### config.mk
export PLATFORM = sky130hd
export DESIGN_NAME = calc2_port_responder
export DESIGN_NICKNAME = d
export VERILOG_FILES = /design/src/rtl/calc2_port_responder.sv
export SDC_FILE = /design/constraint.sdc
export NUM_CORES = 1
export LEC_CHECK = 0
export BUFFER_PORTS_ARGS = -buffer_cell sky130_fd_sc_hd__buf_2
export CAP_MARGIN = 15
export CORE_ASPECT_RATIO = 1.1
export CORE_UTILIZATION = 40
export CTS_CLUSTER_DIAMETER = 80
export CTS_CLUSTER_SIZE = 20
export DETAILED_ROUTE_END_ITERATION = 16
export GPL_TIMING_DRIVEN = 0
export PLACE_DENSITY = 0.65
export SLEW_MARGIN = 5
export SYNTH_ARGS = -nofsm -noshare
export SYNTH_HDL_FRONTEND = slang
export SYNTH_SLANG_ARGS = --single-unit
export TNS_END_PERCENT = 100
### constraint.sdc
create_clock -name c_clk -period 4.9 [get_ports c_clk]
set_input_delay 0.98 -clock c_clk [delete_from_list [all_inputs] [get_ports c_clk]]
set_output_delay 0.98 -clock c_clk [all_outputs]
set_load 0.02 [all_outputs]
### src/rtl/calc2_port_responder.sv
// Calc2 single-port responder: two-cycle request capture feeding an in-order,
// fixed-latency response queue with one registered response per cycle.
module calc2_port_responder #(
    parameter int DATA_W  = 32,
    parameter int TAG_W   = 2,
    parameter int LATENCY = 3
) (
    input  logic              c_clk,
    input  logic              reset,
    input  logic [3:0]        req_cmd_in,
    input  logic [DATA_W-1:0] req_data_in,
    input  logic [TAG_W-1:0]  req_tag_in,
    output logic [1:0]        out_resp,
    output logic [DATA_W-1:0] out_data,
    output logic [TAG_W-1:0]  out_tag,
    output logic              proto_err
);
    localparam int DEPTH = 1 << TAG_W;
    localparam int CNT_W = TAG_W + 1;
    localparam int AGE_W = $clog2(LATENCY + 1);

    typedef enum logic {IDLE, OP2} state_t;

    state_t            st_q, st_d;
    logic [3:0]        cmd_q, cmd_d;
    logic [TAG_W-1:0]  tag_q, tag_d;
    logic [DATA_W-1:0] op1_q, op1_d;
    logic [1:0]        ent_resp_q [DEPTH];
    logic [1:0]        ent_resp_d [DEPTH];
    logic [DATA_W-1:0] ent_data_q [DEPTH];
    logic [DATA_W-1:0] ent_data_d [DEPTH];
    logic [TAG_W-1:0]  ent_tag_q  [DEPTH];
    logic [TAG_W-1:0]  ent_tag_d  [DEPTH];
    logic [AGE_W-1:0]  ent_age_q  [DEPTH];
    logic [AGE_W-1:0]  ent_age_d  [DEPTH];
    logic [TAG_W-1:0]  rd_ptr_q, rd_ptr_d, wr_ptr_q, wr_ptr_d;
    logic [CNT_W-1:0]  cnt_q, cnt_d;
    logic [1:0]        out_resp_q, out_resp_d;
    logic [DATA_W-1:0] out_data_q, out_data_d;
    logic [TAG_W-1:0]  out_tag_q, out_tag_d;
    logic              perr_q, perr_d;

    logic [DATA_W:0]   sum;
    logic [1:0]        res_resp;
    logic [DATA_W-1:0] res_data;
    logic              pop, push, full, dup;
    logic [TAG_W-1:0]  off;

    // Result of the latched command against operand 2 on the bus this cycle.
    always_comb begin
        sum      = {1'b0, op1_q} + {1'b0, req_data_in};
        res_resp = 2'd2;
        res_data = '0;
        case (cmd_q)
            4'd1: if (!sum[DATA_W]) begin
                res_resp = 2'd1;
                res_data = sum[DATA_W-1:0];
            end
            4'd2: if (req_data_in <= op1_q) begin
                res_resp = 2'd1;
                res_data = op1_q - req_data_in;
            end
            4'd5: begin
                res_resp = 2'd1;
                res_data = op1_q << req_data_in[4:0];
            end
            4'd6: begin
                res_resp = 2'd1;
                res_data = op1_q >> req_data_in[4:0];
            end
            default: ;
        endcase
    end

    always_comb begin
        st_d       = st_q;
        cmd_d      = cmd_q;
        tag_d      = tag_q;
        op1_d      = op1_q;
        ent_resp_d = ent_resp_q;
        ent_data_d = ent_data_q;
        ent_tag_d  = ent_tag_q;
        rd_ptr_d   = rd_ptr_q;
        wr_ptr_d   = wr_ptr_q;
        perr_d     = perr_q;
        out_resp_d = '0;
        out_data_d = '0;
        out_tag_d  = '0;
        off        = '0;
        dup        = 1'b0;
        push       = 1'b0;

        for (int i = 0; i < DEPTH; i++) begin
            if (ent_age_q[i] != AGE_W'(LATENCY)) ent_age_d[i] = ent_age_q[i] + AGE_W'(1);
            else                                 ent_age_d[i] = ent_age_q[i];
        end

        pop = (cnt_q != '0) && (ent_age_q[rd_ptr_q] == AGE_W'(LATENCY));
        if (pop) begin
            out_resp_d = ent_resp_q[rd_ptr_q];
            out_data_d = ent_data_q[rd_ptr_q];
            out_tag_d  = ent_tag_q[rd_ptr_q];
            rd_ptr_d   = rd_ptr_q + TAG_W'(1);
        end

        // The head leaving this cycle neither occupies a slot nor counts as outstanding.
        full = (cnt_q == CNT_W'(DEPTH)) && !pop;
        for (int i = 0; i < DEPTH; i++) begin
            off = TAG_W'(i) - rd_ptr_q;
            if (({1'b0, off} < cnt_q) && !(pop && off == '0) && ent_tag_q[i] == tag_q)
                dup = 1'b1;
        end

        case (st_q)
            IDLE: if (req_cmd_in != 4'd0) begin
                cmd_d = req_cmd_in;
                tag_d = req_tag_in;
                op1_d = req_data_in;
                st_d  = OP2;
            end
            OP2: begin
                st_d = IDLE;
                push = !full;
                if (req_cmd_in != 4'd0 || full || dup) perr_d = 1'b1;
            end
            default: st_d = IDLE;
        endcase

        if (push) begin
            ent_resp_d[wr_ptr_q] = res_resp;
            ent_data_d[wr_ptr_q] = res_data;
            ent_tag_d[wr_ptr_q]  = tag_q;
            ent_age_d[wr_ptr_q]  = '0;
            wr_ptr_d             = wr_ptr_q + TAG_W'(1);
        end
        cnt_d = cnt_q + CNT_W'(push) - CNT_W'(pop);
    end

    always_ff @(posedge c_clk or negedge reset) begin
        if (!reset) begin
            st_q       <= IDLE;
            cmd_q      <= '0;
            tag_q      <= '0;
            op1_q      <= '0;
            rd_ptr_q   <= '0;
            wr_ptr_q   <= '0;
            cnt_q      <= '0;
            out_resp_q <= '0;
            out_data_q <= '0;
            out_tag_q  <= '0;
            perr_q     <= 1'b0;
            for (int i = 0; i < DEPTH; i++) begin
                ent_resp_q[i] <= '0;
                ent_data_q[i] <= '0;
                ent_tag_q[i]  <= '0;
                ent_age_q[i]  <= '0;
            end
        end else begin
            st_q       <= st_d;
            cmd_q      <= cmd_d;
            tag_q      <= tag_d;
            op1_q      <= op1_d;
            rd_ptr_q   <= rd_ptr_d;
            wr_ptr_q   <= wr_ptr_d;
            cnt_q      <= cnt_d;
            out_resp_q <= out_resp_d;
            out_data_q <= out_data_d;
            out_tag_q  <= out_tag_d;
            perr_q     <= perr_d;
            ent_resp_q <= ent_resp_d;
            ent_data_q <= ent_data_d;
            ent_tag_q  <= ent_tag_d;
            ent_age_q  <= ent_age_d;
        end
    end

    assign out_resp  = out_resp_q;
    assign out_data  = out_data_q;
    assign out_tag   = out_tag_q;
    assign proto_err = perr_q;

endmodule

==> run_results.csv, run 1 <==
group,metric,value,unit
run_status,status,"finished clean",
routing,wirelength,60930,um
placed_design,placed_area,18030,um2
min_path,hold_path_startpoint,"proto_err$_DFFE_PN0P_",
layout,fin_cells,2511,
grt,grtUsageTotal,28.62,%
yosys,ys_types,88,
floorplan,die_height,217.6,um
placed_design,post-place-ws,-1.337,ns
critical_path,cp.required,5.28,ns
critical_path,cp-start-kind,"primary input",
yosys,ys_seq_elements,235,
routing,num_vias,15210,
floorplan,num_rows,78,
timing,slew-limit-headroom,24.53,%
yosys,synth_top_family_by_area,"compound AO/OA/AOI/OAI gates",
yosys,synth-adder-area-share,6.201,%
routing,route.detailed.drc,0,
critical_path,worstPathCellList,"buf_2, inv_1, buf_2, buf_4, ha_1, buf_2, nor2_1, o211ai_1, a211oi_2, o21ai_2, o211ai_2, a31oi_2, buf_2, a22o_1, o21ai_1, a31oi_1",
timing,holdWs,0.4578,ns
floorplan,num_io_pins,77,
critical_path,reg2reg_from,"op1_q[13]$_DFFE_PN0P_",
clock_network,cts_sinks,235,
layout,final_area,18660,um2
timing,fmax,209.7,MHz
routing,drt_iter0_drc,1381,
layout,antenna_cells,0,
clock_network,cts_inserted_buffers,18,
routing,wl_per_cell,24.26,um
power,totalPowerFinal,10.18,mW
floorplan,start_util,40.77,%
yosys,yosys.area_share.simple,15.10,%
power,vdd_drop_max,0.3675,mV
yosys,synth-xor-area-share,0.6216,%
clock_network,cts_tree,"built",
power,power.density,545.4,nW/um2
timing,setup_ws,0.1305,ns
critical_path,critPathLaunch,"req_data_in[2]",
timing,final.setup_skew,0.01936,ns
placed_design,place.gp.congestion,1.069,
clock_network,cts.clk_slew.worst_paths,0.08,ns
flow_run,cap_violations,0,
timing,setup_viol,0,
critical_path,worst_path_largest_cell_delay,0.53,ns
yosys,synth_ff_type,"dfrtp_1",
floorplan,dieArea,43100,um2
yosys,syn_avg_cell_area,9.130,um2
yosys,yosysTopAreaCell,"dfrtp_1",
critical_path,crit_type,"in -> reg",
yosys,synthCells,1852,
yosys,syn_area,16910,um2
yosys,synthMuxAreaShare,14.58,%
yosys,syn-num-nets,1974,
placed_design,place_hpwl,48430,um
min_path,hold_class,"reg -> reg",
critical_path,crit_arrival,5.15,ns
timing,hold_viol_final,0,
yosys,yosysMostFrequentCell,"dfrtp_1",
grt,grt_pass1_vias,15070,
yosys,synthTopCellsByCount,"235 x dfrtp_1, 228 x nand2_1, 173 x nor2_1, 124 x a21oi_1, 95 x o21ai_1",
placed_design,dp_cells,2489,
yosys,yosysWarningCount,0,
power,power_leakage,8.174,nW
placed_design,port_buffers,76,
timing,tightest_slew,1.128,ns
critical_path,slowest_stage,"o21ai_1",
layout,fill_cells,4067,
clock_network,worstSkewPairLatency,0.53,ns
layout,nNetsFinal,2067,
clock_network,clockBufferDepth,3,
layout,area_growth,10.38,%
critical_path,critPathCaptureType,"register",
clock_network,root_buffer,"clkbuf_16",
layout,drive_gt1_share,17.99,%
yosys,synth_compound_area_share,23.17,%
grt,grt_max_degree,122,
yosys,synth-edff-count,0,
clock_network,htreeDepth,1,
critical_path,cpMostUsedCell,"buf_2",
floorplan,die_w,198.0,um
yosys,ys_seq_area_share,34.78,%
timing,rsz0062_at_grt,"false",
timing,slew_viol_final,0,
routing,drt.antenna.violating_nets,0,
routing,first_pass_iters,6,
yosys,synth.area.top_cells,"dfrtp_1 35%, mux4_2 8.8%, ha_1 5.8%, nand2_1 5.1%, nor2_1 3.8%",
layout,multi_input_area,10160,um2
clock_network,cts_hold_buf,0,
routing,viasPerCell,6.059,
critical_path,worstPathMaxFanout,19,
timing,finalCritPeriodShare,97.34,%
grt,grt_pass1_wl,93160,um
grt,antenna_found_initial,0,
yosys,synth_top_area_share,34.78,%
floorplan,coreArea,41480,um2
layout,fin_util,45.00,%
clock_network,postCtsSetupRepairBufs,0,
yosys,synth_async_sr_flop_share,100.0,%
timing,fin_tns_setup,0,ns
layout,register_area,5881,um2
grt,gr-total-overflow,0,
timing,period_minus_slack,4.770,ns
==> sequential cells by signal, summed over array words and instances, names as in the netlist <==
register    cells
proto_err       1
ent_resp_q      8
cnt_q           3
ent_data_q    128
cmd_q           4
wr_ptr_q        2
out_resp        2
ent_age_q       8
tag_q           2
op1_q          32
st_q            1
ent_tag_q       8
out_data       32
rd_ptr_q        2
out_tag         2
==> critical path: cells and delay by family <==
kind,cells,cell delay (ns)
AND/OR/NAND/NOR,1,0.16
AO/OA/AOI/OAI,8,2.28
adder cells (fa/ha/maj),1,0.28
buffers and inverters,6,1.41
==> logic make-up (layout without fill, tap and decap cells) <==
kind of cell,count (synthesis),after routing
compound gates,584,584
simple gates,565,565
flops,235,235
buf+inv,215,314
mux,159,159
fa+ha+maj,82,82
xor+xnor,12,12
==> worst paths after layout <==
kind	slack (ns)	to	cells past startpoint
hold reg to reg	0.46	proto_err$_DFFE_PN0P_	1
max in group asynchronous	3.27	op1_q[9]$_DFFE_PN0P_	2
setup reg to reg	0.88	ent_data_q[66]$_DFFE_PN0P_	12
setup / recovery	0.13	ent_data_q[110]$_DFFE_PN0P_	16
min in group asynchronous	0.51	ent_age_q[4]$_DFF_PN0_	1
hold / removal	0.46	proto_err$_DFFE_PN0P_	1
==> area by class of cell <==
| type | count | area share [%] |
|---|---|---|
| buffer | 120 | 3.131 |
| clock inverter | 5 | 0.4357 |
| clock buffer | 21 | 2.641 |
| tap | 560 | 3.754 |
| sequential | 235 | 31.51 |
| multi-input combinational | 1402 | 54.44 |
| timing repair buffer | 78 | 2.279 |
| inverter | 90 | 1.810 |
==> cell usage in the layout, fill, tap and decap left out, types with 9 or more instances in the layout <==
master / count
a211oi_1: 10
a21o_1: 21
a21oi_1: 119
a21oi_2: 17
a221o_1: 17
a31oi_1: 14
buf_2: 112
buf_4: 13
clkbuf_1: 57
clkbuf_16: 19
dfrtp_1: 235
ha_1: 79
inv_1: 86
mux2_2: 39
mux2i_1: 54
mux4_2: 66
nand2_1: 228
nand3_1: 17
nand4_1: 9
nor2_1: 172
nor2b_1: 49
nor3_1: 24
o211ai_1: 27
o21ai_0: 91
o21ai_1: 94
o21bai_1: 13
o221ai_1: 20
o22ai_1: 21
o31ai_1: 22
or2_2: 15
xnor2_1: 12
==> layer usage <==
metal	up-vias	share of wire, %	track usage [%]
met5	-	0	0
met4	0	5.5	14.39
met3	145	5.8	2.954
met2	670	47	47.35
met1	7466	42	37.18
li1	6932	-	-
==> power breakdown <==
group / switching (mW) / total [mW] / internal (mW)
logic: 3.38 / 5.47 / 2.09
clock network: 0.757 / 1.50 / 0.743
registers: 0.541 / 3.21 / 2.67
total: 4.68 / 10.2 / 5.50
==> repair_timing <==
| item | CTS | global route |
|---|---|---|
| endpoints found under the setup margin | 136 | 109 |
| pin swaps | 0 | 2 |
| resized for setup | 6 | 8 |
Power figures use the tool's default switching activity.
==> run 2: changes to the inputs <==
--- a/config.mk
+++ b/config.mk
@@ -12,7 +12,6 @@
 export CTS_CLUSTER_DIAMETER = 80
 export CTS_CLUSTER_SIZE = 20
 export DETAILED_ROUTE_END_ITERATION = 16
-export GPL_TIMING_DRIVEN = 0
 export PLACE_DENSITY = 0.65
 export SLEW_MARGIN = 5
 export SYNTH_ARGS = -nofsm -noshare
==> run_results.csv, run 2 (synthesis gave the netlist of run 1 again) <==
group,metric,value,unit
layout,nNetsFinal,1984,
timing,setup_ws,0.8217,ns
layout,regMostFlops,"ent_data_q",
timing,period_minus_slack,4.078,ns
critical_path,crit_type,"in -> reg",
critical_path,cp.required,5.27,ns
clock_network,cts_inserted_buffers,19,
placed_design,post-place-ws,0.3473,ns
layout,final_common_cell,"dfrtp_1",
critical_path,critPathLaunch,"req_data_in[0]",
grt,gr-total-overflow,0,
routing,wl_per_cell,21.94,um
min_path,hold_depth,1,
layout,antenna_cells,0,
critical_path,cp-start-kind,"primary input",
placed_design,port_buffers,76,
routing,first_pass_iters,5,
min_path,hold_class,"reg -> reg",
timing,rsz0062_at_grt,"false",
critical_path,regToRegEndpoint,"ent_data_q[63]$_DFFE_PN0P_",
placed_design,place.gp.congestion,0.9761,
placed_design,place_hpwl,40220,um
run_status,status,"finished clean",
grt,grt_max_degree,130,
clock_network,cts_tree,"built",
floorplan,die_height,217.6,um
layout,fill_cells,4106,
routing,wirelength,53340,um
clock_network,postCtsSetupRepairBufs,0,
grt,grtUsageTotal,25.06,%
grt,grt_pass1_wl,83190,um
min_path,hold_end,"ent_age_q[0]$_DFF_PN0_",
routing,route.detailed.drc,0,
flow_run,cap_violations,0,
power,power_leakage,8.032,nW
min_path,hold_path_startpoint,"ent_age_q[0]$_DFF_PN0_",
floorplan,num_rows,78,
floorplan,die_w,198.0,um
clock_network,post_cts_resized,0,
floorplan,num_io_pins,77,
clock_network,root_buffer,"clkbuf_16",
layout,fin_util,44.27,%
power,vdd_drop_max,0.3543,mV
timing,finalCritPeriodShare,83.23,%
critical_path,r2r_setup_slack,0.90,ns
clock_network,cts.clk_slew.worst_paths,0.08,ns
layout,largest_register_ffs,128,
timing,fmax,245.2,MHz
power,power.density,543.6,nW/um2
critical_path,worstPathMaxFanout,23,
critical_path,critPathCaptureType,"register",
timing,final.setup_skew,0.03143,ns
critical_path,crit_arrival,4.45,ns
clock_network,worstSkewPairLatency,0.53,ns
routing,viasPerCell,5.938,
floorplan,start_util,40.77,%
timing,slew-limit-headroom,30.28,%
timing,fin_tns_setup,0,ns
routing,drt.antenna.violating_nets,0,
layout,area_growth,8.606,%
routing,num_vias,14440,
layout,final_cell_mix,"233 x dfrtp_1, 224 x nand2_1, 172 x nor2_1",
timing,slew_viol_final,0,
grt,antenna_found_initial,0,
floorplan,dieArea,43100,um2
critical_path,reg2reg_from,"op1_q[17]$_DFFE_PN0P_",
critical_path,r2r_cells,11,
routing,drt_iter0_drc,1286,
clock_network,cts_hold_buf,0,
clock_network,htreeDepth,1,
floorplan,coreArea,41480,um2
timing,setup_viol,0,
timing,hold_viol_final,0,
layout,drive_gt1_share,17.85,%
clock_network,cts_sinks,235,
grt,grt_pass1_vias,14000,
clock_network,clockBufferDepth,3,
timing,tightest_slew,1.036,ns
==> run 2: cell count changes in the layout (fill, tap and decap cells not counted), moves of 4 or more <==
cell	delta
clkbuf_1	-55
buf_2	-38
buf_4	+22
buf_1	-8
a21oi_1	+5
a21oi_2	-5
buf_6	-5
buf_12	+4
nand2_1	-4
nand2_2	+4
==> run 2: cell type report <==
type	instances	area [um2]	share of cell area, %
Clock inverter	8	103.9	0.5655
Multi-Input combinational cell	1402	10110	55.07
Tap cell	560	700.7	3.815
Sequential cell	235	5883	32.04
Timing Repair Buffer	114	728.2	3.965
Clock buffer	22	496.7	2.705
Inverter	90	337.8	1.840
==> run 2: stage by stage <==
| stage | hold slack, ns | cells | instance area (um2) | power (mW) |
|---|---|---|---|---|
| finish | 0.4689 | 2431 | 18360 | 9.983 |
| floorplan | 0.4410 | 1852 | 16910 | 6.892 |
| CTS | 0.4716 | 2431 | 18360 | 10.03 |
| global route | 0.4896 | 2431 | 18360 | 10.73 |
| detailed placement | 0.4604 | 2401 | 17760 | 8.469 |
| global placement | 0.4522 | 2401 | 17760 | 8.337 |
==> run 2: routing by layer <==
metal / wire [um] / share of wire (%) / track usage, %
met5: 0 / 0 / 0
met4: 2140 / 4.0 / 9.328
met3: 2893 / 5.4 / 2.552
met1: 23640 / 44 / 34.62
met2: 24660 / 46 / 40.55
==> run 2: how the worst max path moves through the flow <==
| stage | cells after the start | slack, ns | to |
|---|---|---|---|
| after floorplan | 16 | 0.45 | ent_data_q[127]$_DFFE_PN0P_ |
| after global placement | 13 | 0.38 | ent_data_q[63]$_DFFE_PN0P_ |
| after detailed placement | 13 | 0.35 | ent_data_q[63]$_DFFE_PN0P_ |
| after CTS | 13 | 0.89 | ent_data_q[63]$_DFFE_PN0P_ |
| after global routing | 15 | 0.61 | ent_data_q[47]$_DFFE_PN0P_ |
| final | 14 | 0.82 | ent_data_q[51]$_DFFE_PN0P_ |
==> run 2: worst max-delay path: stages <==
cell,delay [ns]
buf_4,0.12
ha_1,0.17
inv_1,0.05
fa_1,0.41
nor2_1,0.16
o211ai_1,0.18
a211oi_2,0.34
o21ai_2,0.18
o211ai_2,0.31
a31o_1,0.47
buf_12,0.24
o31ai_1,0.11
a21oi_1,0.58
o21ai_1,0.11
==> run 2: where the power goes <==
group / internal (mW) / switching (mW)
clock: 0.760 / 0.765
combinational: 2.06 / 3.15
sequential: 2.67 / 0.580
total: 5.49 / 4.50
==> run 3: changes to the inputs <==
--- a/config.mk
+++ b/config.mk
@@ -12,7 +12,7 @@
 export CTS_CLUSTER_DIAMETER = 80
 export CTS_CLUSTER_SIZE = 20
 export DETAILED_ROUTE_END_ITERATION = 16
-export PLACE_DENSITY = 0.65
+export PLACE_DENSITY = 0.67
 export SLEW_MARGIN = 5
 export SYNTH_ARGS = -nofsm -noshare
 export SYNTH_HDL_FRONTEND = slang
==> constraint.sdc (replaced) <==
create_clock -name c_clk -period 3.45 [get_ports c_clk]
set_input_delay 0.69 -clock c_clk [delete_from_list [all_inputs] [get_ports c_clk]]
set_output_delay 0.69 -clock c_clk [all_outputs]
set_load 0.02 [all_outputs]
==> run_results.csv, run 3 (synthesis gave the netlist of run 1 again) <==
group,metric,value,unit
flow_run,cap_violations,0,
layout,nNetsFinal,2296,
grt,grt_pass1_vias,15950,
timing,slew_viol_final,0,
placed_design,dp_cells,2705,
timing,fmax,298.2,MHz
routing,drt_iter0_drc,1131,
run_status,status,"finished clean",
layout,drive_gt1_share,30.99,%
floorplan,start_util,40.77,%
placed_design,port_buffers,76,
timing,finalCritPeriodShare,97.20,%
critical_path,endpoint,"ent_data_q[125]$_DFFE_PN0P_",
clock_network,cts.clk_slew.worst_paths,0.08,ns
routing,num_vias,15710,
routing,route.detailed.drc,0,
layout,area_growth,24.87,%
timing,hold_viol_final,0,
critical_path,crit_arrival,3.74,ns
critical_path,critPathBufInv,2,
layout,antenna_cells,0,
power,power_leakage,9.651,nW
routing,viasPerCell,5.732,
critical_path,crit_type,"reg -> reg",
layout,final_cell_mix,"335 x buf_4, 233 x dfrtp_1, 224 x nand2_1",
critical_path,r2r_setup_slack,0.1,ns
floorplan,dieArea,43100,um2
layout,final_common_cell,"buf_4",
routing,drt.antenna.violating_nets,0,
floorplan,num_rows,78,
clock_network,htreeDepth,1,
floorplan,die_height,217.6,um
floorplan,die_w,198.0,um
routing,wl_per_cell,21.15,um
clock_network,cts_tree,"built",
floorplan,num_io_pins,77,
routing,first_pass_iters,5,
timing,setup_viol,0,
critical_path,slowest_stage,"a221o_1",
critical_path,cp.required,3.83,ns
layout,fin_cells,2741,
clock_network,clockBufferDepth,3,
timing,slew-limit-headroom,52.25,%
grt,grt_pass1_wl,91490,um
critical_path,cp-start-kind,"register",
timing,period_minus_slack,3.354,ns
grt,antenna_found_initial,0,
timing,holdWs,0.1206,ns
critical_path,cp_top_family,"compound AO/OA/AOI/OAI gates",
critical_path,critPathCaptureType,"register",
clock_network,worstSkewPairLatency,0.52,ns
grt,grtUsageTotal,27.39,%
layout,regMostFlops,"ent_data_q",
critical_path,r2r_cells,13,
critical_path,reg2reg_from,"op1_q[3]$_DFFE_PN0P_",
timing,final.setup_skew,0.01502,ns
critical_path,worst_path_largest_cell_delay,0.43,ns
critical_path,critPathLaunch,"op1_q[3]$_DFFE_PN0P_",
critical_path,regToRegEndpoint,"ent_data_q[125]$_DFFE_PN0P_",
routing,wirelength,57960,um
placed_design,post-place-ws,-0.3851,ns
grt,grt_max_degree,75,
grt,gr-total-overflow,0,
critical_path,cp.depth,13,
timing,rsz0062_at_grt,"true",
power,power.density,751.4,nW/um2
power,vdd_drop_max,0.4832,mV
timing,setup_ws,0.09646,ns
power,totalPowerFinal,15.87,mW
placed_design,place_hpwl,45270,um
placed_design,place.gp.congestion,1.003,
clock_network,cts_inserted_buffers,18,
min_path,hold_class,"in -> async",
clock_network,root_buffer,"clkbuf_16",
timing,tightest_slew,0.7136,ns
clock_network,cts_hold_buf,0,
critical_path,cpMostUsedCell,"buf_4",
critical_path,worstPathCellList,"ha_1, nor3b_2, nor3_2, a211oi_2, a311oi_2, o21ai_1, buf_4, a31oi_1, buf_4, o221ai_1, a221o_1, a21oi_4, a21oi_1",
critical_path,worstPathMaxFanout,6,
layout,largest_register_ffs,128,
floorplan,coreArea,41480,um2
clock_network,cts_sinks,235,
-- run 3: power breakdown --
group	total, mW	internal (mW)	switching [mW]
logic	9.25	4.09	5.16
registers	4.44	3.79	0.642
clock network	2.18	1.11	1.07
total	15.9	9.00	6.87
-- run 3: repair_timing --
item	4_1_cts	5_1_grt
endpoints found under the setup margin	0	120
buffers inserted	0	7
gates resized for setup	0	38
-- run 3: worst min-delay path by stage --
| stage | endpoint | slack [ns] | depth (start not counted) |
|---|---|---|---|
| floorplan | cmd_q[0]$_DFFE_PN0P_ | 0.39 | 0 |
| global placement | proto_err$_DFFE_PN0P_ | 0.45 | 1 |
| detailed placement | proto_err$_DFFE_PN0P_ | 0.46 | 1 |
| CTS | proto_err$_DFFE_PN0P_ | 0.14 | 1 |
| global route | cnt_q[1]$_DFF_PN0_ | 0.13 | 1 |
| finish | out_data[29]$_DFF_PN0_ | 0.12 | 1 |
-- run 3: metrics by stage --
stage                     TNS (ns)  area, um2  util, %
after CTS                        0      20820    50.19
final                            0      21110    50.91
after floorplan             -1.035      17050        -
after global placement      -32.37      20230    48.77
after global routing       -0.1302      21110    50.91
after detailed placement    -38.31      20230    48.77
-- run 3: cell type report --
type / count / area, um2
Sequential cell: 235 / 5883
Clock buffer: 20 / 479.2
Clock inverter: 7 / 107.6
Multi-Input combinational cell: 1402 / 10360
Inverter: 90 / 342.8
Tap cell: 560 / 700.7
Timing Repair Buffer: 427 / 3242
Fill cell: 3910 / 20360
-- run 3: layer usage --
metal	share of wire, %	up-vias	GRT usage, %
li1	-	7373	-
met1	43	7715	36.33
met2	48	505	45.92
met3	5.3	119	3.000
met4	4.0	0	10.31
met5	0	-	0
